--- src/rtl/serial_word_receiver.sv ---
// Serial-in/parallel-out frame receiver: start bit, WIDTH data bits, optional even
// parity, stop bit; the received word is offered on O with a valid/ready handshake.
module serial_word_receiver #(
    parameter int WIDTH     = 4,
    parameter bit MSB_FIRST = 1'b1,
    parameter bit PARITY_EN = 1'b1
) (
    input  logic             clk,
    input  logic             clear,
    input  logic             sin,
    input  logic             sin_en,
    output logic [WIDTH-1:0] O,
    output logic             o_valid,
    input  logic             o_ready,
    output logic             busy,
    output logic             parity_err,
    output logic             frame_err,
    output logic             overrun
);

    localparam int CW = $clog2(WIDTH);
    localparam logic [CW-1:0] LAST_BIT = CW'(WIDTH - 1);

    typedef enum logic [1:0] {
        IDLE,
        DATA,
        PARITY,
        STOP
    } state_t;

    state_t           state_q, state_d;
    logic [CW-1:0]    cnt_q, cnt_d;
    logic [WIDTH-1:0] shift_q, shift_d;
    logic             par_q, par_d;
    logic [WIDTH-1:0] word_q, word_d;
    logic             valid_q, valid_d;
    logic             perr_q, perr_d;
    logic             ferr_q, ferr_d;
    logic             ovr_q, ovr_d;

    always_comb begin
        // NOTE: every _d defaults to its _q (pulses to 0) before any branch, so no path infers a latch.
        state_d = state_q;
        cnt_d   = cnt_q;
        shift_d = shift_q;
        par_d   = par_q;
        word_d  = word_q;
        valid_d = valid_q;
        perr_d  = 1'b0;
        ferr_d  = 1'b0;
        ovr_d   = 1'b0;

        // A consumer take empties the buffer unless a new word lands on the same edge below.
        if (valid_q && o_ready) begin
            valid_d = 1'b0;
        end

        if (sin_en) begin
            unique case (state_q)
                IDLE: begin
                    if (!sin) begin
                        state_d = DATA;
                        cnt_d   = '0;
                        par_d   = 1'b0;
                    end
                end
                DATA: begin
                    if (MSB_FIRST) begin
                        shift_d = {shift_q[WIDTH-2:0], sin};
                    end else begin
                        shift_d = {sin, shift_q[WIDTH-1:1]};
                    end
                    par_d = par_q ^ sin;
                    cnt_d = cnt_q + CW'(1);
                    if (cnt_q == LAST_BIT) begin
                        cnt_d   = '0;
                        state_d = PARITY_EN ? PARITY : STOP;
                    end
                end
                PARITY: begin
                    par_d   = par_q ^ sin;
                    state_d = STOP;
                end
                STOP: begin
                    state_d = IDLE;
                    if (!sin) begin
                        ferr_d = 1'b1;
                    end else if (PARITY_EN && par_q) begin
                        perr_d = 1'b1;
                    end else if (!valid_q || o_ready) begin
                        word_d  = shift_q;
                        valid_d = 1'b1;
                    end else begin
                        ovr_d = 1'b1;
                    end
                end
                default: state_d = IDLE;
            endcase
        end
    end

    always_ff @(posedge clk or negedge clear) begin
        if (!clear) begin
            state_q <= IDLE;
            cnt_q   <= '0;
            shift_q <= '0;
            par_q   <= 1'b0;
            word_q  <= '0;
            valid_q <= 1'b0;
            perr_q  <= 1'b0;
            ferr_q  <= 1'b0;
            ovr_q   <= 1'b0;
        end else begin
            // NOTE: non-blocking throughout so every register samples pre-edge values.
            state_q <= state_d;
            cnt_q   <= cnt_d;
            shift_q <= shift_d;
            par_q   <= par_d;
            word_q  <= word_d;
            valid_q <= valid_d;
            perr_q  <= perr_d;
            ferr_q  <= ferr_d;
            ovr_q   <= ovr_d;
        end
    end

    assign O          = word_q;
    assign o_valid    = valid_q;
    assign busy       = (state_q != IDLE);
    assign parity_err = perr_q;
    assign frame_err  = ferr_q;
    assign overrun    = ovr_q;

endmodule

--- config.mk ---
export PLATFORM = sky130hd
export DESIGN_NAME = serial_word_receiver
export DESIGN_NICKNAME = d
export VERILOG_FILES = /design/src/rtl/serial_word_receiver.sv
export SDC_FILE = /design/constraint.sdc
export NUM_CORES = 1
export LEC_CHECK = 0
export CORE_UTILIZATION = 40
export DETAILED_ROUTE_END_ITERATION = 6
export PLACE_DENSITY_LB_ADDON = 0.3
export SLEW_MARGIN = 20
export SYNTH_ARGS = -nofsm -noshare
export SYNTH_HDL_FRONTEND = slang
export SYNTH_SLANG_ARGS = --single-unit
--- constraint.sdc ---
create_clock -name clk -period 1.5 [get_ports clk]
set_input_delay 0.45 -clock clk [delete_from_list [all_inputs] [get_ports clk]]
set_output_delay 0.45 -clock clk [all_outputs]
set_load 0.01 [all_outputs]
==> flow_metrics.tcl <==
set metrics [dict create \
    core_area_sq_um 1780 \
    place_hpwl_um 1030 \
    async_flop_share 1.00 \
    drc 0 \
    arrival_ns 1.04 \
    vdd_drop_max_uv 943 \
    worst_pin_slew_ns 0.265 \
    yosysSeqAreaShare 0.538 \
    final_cells 112 \
    cts.clk_slew.worst_paths_ns 0.10 \
    rsz0062_at_grt "true" \
    synth_nets 74 \
    cp-start-kind "flop" \
    ios 14 \
    cts.sinks 17 \
    final_core_util 0.591 \
    critical_path_class "reg2out" \
    synth_common_cells "dfrtp_1, mux2_2, ha_1, inv_1, nor2_1" \
    syn2layout_area_growth_pct 33.2 \
    syn-cell-area_sq_um 791 \
    syn_area_per_cell_sq_um 12.8 \
    n_antenna_cell 0 \
    grtUsageTotal 0.154 \
    die_w_um 46.5 \
    fmax_mhz 671 \
    start_util 0.444 \
    finalCritPeriodShare 0.994 \
    portBuffers 13 \
    fillCellCount 159 \
    htree_levels 1 \
    cts_buffers 3 \
    crit_start "state_q[1]" \
    synth_top_area_cell "dfrtp_1" \
    tns_ns 0 \
    grt_max_degree 18 \
    ff2ff_path_depth 4 \
    dieArea_sq_um 2160 \
    grt_pass1_wl_um 2250 \
    synth_flop_cell "dfrtp_1" \
    hp-class "in2async" \
    powerDensity_nw_per_um2 1770 \
    dieHeight_um 46.5 \
    drive_gt1_frac 0.368 \
    synth_edf_count 0 \
    seqCellArea_sq_um 425 \
    place_inst 108 \
    grt_overflow 0 \
    cts_tree "built" \
    ys_top_cells_by_area "dfrtp_1, mux2_2, ha_1, mux2i_1, inv_1" \
    postRouteAntennaNets 0 \
    multiInputGateArea_sq_um 367 \
    ys_warn_count 0 \
    nNetsFinal 100 \
    routabilityCongestion 0.717 \
    crit_path_end_kind "primary output" \
    cp_max_fo 2 \
    drt-total-wl_um 1330 \
    setup_viol 0 \
    crit-reg2reg-launch "state_q[0]" \
    period_minus_slack_ns 1.49 \
    synth.top_cell.area_share 0.538 \
    maxSlewViolCount 0 \
    synth_most_common_cell "dfrtp_1" \
    vias_per_cell 4.79 \
    required_ns 1.05 \
    hold_violations 0 \
    wl_per_cell_um 11.9 \
    maxCapViolCount 0 \
    power_uw 1860 \
    max_slew_margin 0.823 \
    synthCells 62 \
    p_leak_uw 0.000542 \
    grt_pass1_vias 531 \
    reg2reg_to "O[3]" \
    cts_max_path_buffers 2 \
    clock_latency_ns 0.28 \
    vias 536 \
    drtPass1Iterations 2 \
    ys_seq_elements 17 \
    row_count 15 \
    rrSetupSlack_ns 0.07 \
    synth_cell_types 19 \
    cts-root-buf "clkbuf_4" \
    fin_worst_skew_ns 0.00485 \
    antenna_found_initial 0 \
    drtIter0Drc 5 \
    status "finished clean" \
]
-- how the worst max path moves through the flow --
stage / endpoint / slack (ns) / depth (start not counted)
floorplan: state_q[0] / 0.24 / 5
global placement: O[3] / -0.26 / 4
detailed placement: O[1] / -0.26 / 4
CTS: busy / 0.005 / 4
global route: busy / -0.04 / 4
finish: busy / 0.009 / 4
-- power breakdown --
group	total (uW)	switching, uW	internal, uW
logic	875	398	477
registers	746	107	639
clock network	242	143	98.9
-- registers in the layout, indices dropped and copies added, names as in the netlist --
signal      cells
o_valid         1
shift_q         4
O               4
par_q           1
parity_err      1
cnt_q           2
frame_err       1
state_q         2
overrun         1
-- kinds of logic (layout without fill, tap and decap cells) --
family	count (synthesis)	count (layout)	share of synthesized area
mux	10	10	0.139
compound gates	8	8	0.0744
flops	17	17	0.538
simple gates	15	15	0.114
fa+ha+maj	7	7	0.111
buf+inv	5	30	0.0237
-- critical path, stage by stage, from the launching register on --
cell,delay (ns)
dfrtp_1,0.40
inv_2,0.08
ha_4,0.13
inv_2,0.03
buf_6,0.10
-- placed cells by master (no fill, tap or decap) --
master	count
a21bo_4	1
a21oi_1	1
a31oi_1	1
and3_2	1
and4b_2	1
buf_4	8
buf_6	1
clkbuf_4	3
clkdlybuf4s50_1	3
clkinv_2	1
dfrtp_1	17
dlygate4sd2_1	8
dlymetal6s2s_1	1
ha_1	4
ha_2	2
ha_4	1
inv_1	2
inv_2	3
mux2_2	8
mux2i_1	2
nand2_1	2
nand2_2	1
nand2b_1	2
nand2b_4	1
nand4_1	2
nor2_1	4
nor2b_1	1
o21ai_0	3
o31ai_1	1
o41ai_1	1
-- cell type report --
type                            instances  area share
Timing Repair Buffer                   21       0.175
Tap cell                               25      0.0297
Sequential cell                        17       0.404
Clock buffer                            3      0.0214
Inverter                                5      0.0178
Multi-Input combinational cell         40       0.348
Clock inverter                          1     0.00475
-- layer usage --
| metal | wire, um | vias to the layer above | GRT usage | share of wire |
|---|---|---|---|---|
| li1 | - | 266 | - | - |
| met5 | 0 | - | 0 | 0 |
| met3 | 48 | 2 | 0.0353 | 0.036 |
| met4 | 13 | 0 | 0.0882 | 0.0097 |
| met2 | 632 | 9 | 0.236 | 0.47 |
| met1 | 640 | 259 | 0.196 | 0.48 |
-- repair_timing --
action,in CTS,in global routing
endpoints found under the hold margin,0,0
hold buffers,0,0
setup buffers,0,0
endpoints found under the setup margin,9,7
resized for setup,18,4
pin swaps,1,1
-- stage by stage --
step	instance area (sq um)	hold WS [ns]	setup slack (ns)
6_report	1050	0.478	0.00887
5_1_grt	1050	0.492	-0.0382
4_1_cts	1040	0.481	0.00499
3_5_place_dp	1010	0.477	-0.261
3_3_place_gp	1010	0.477	-0.262
2_1_floorplan	791	0.154	0.243
Note: power is estimated with default switching activity, not from simulation.
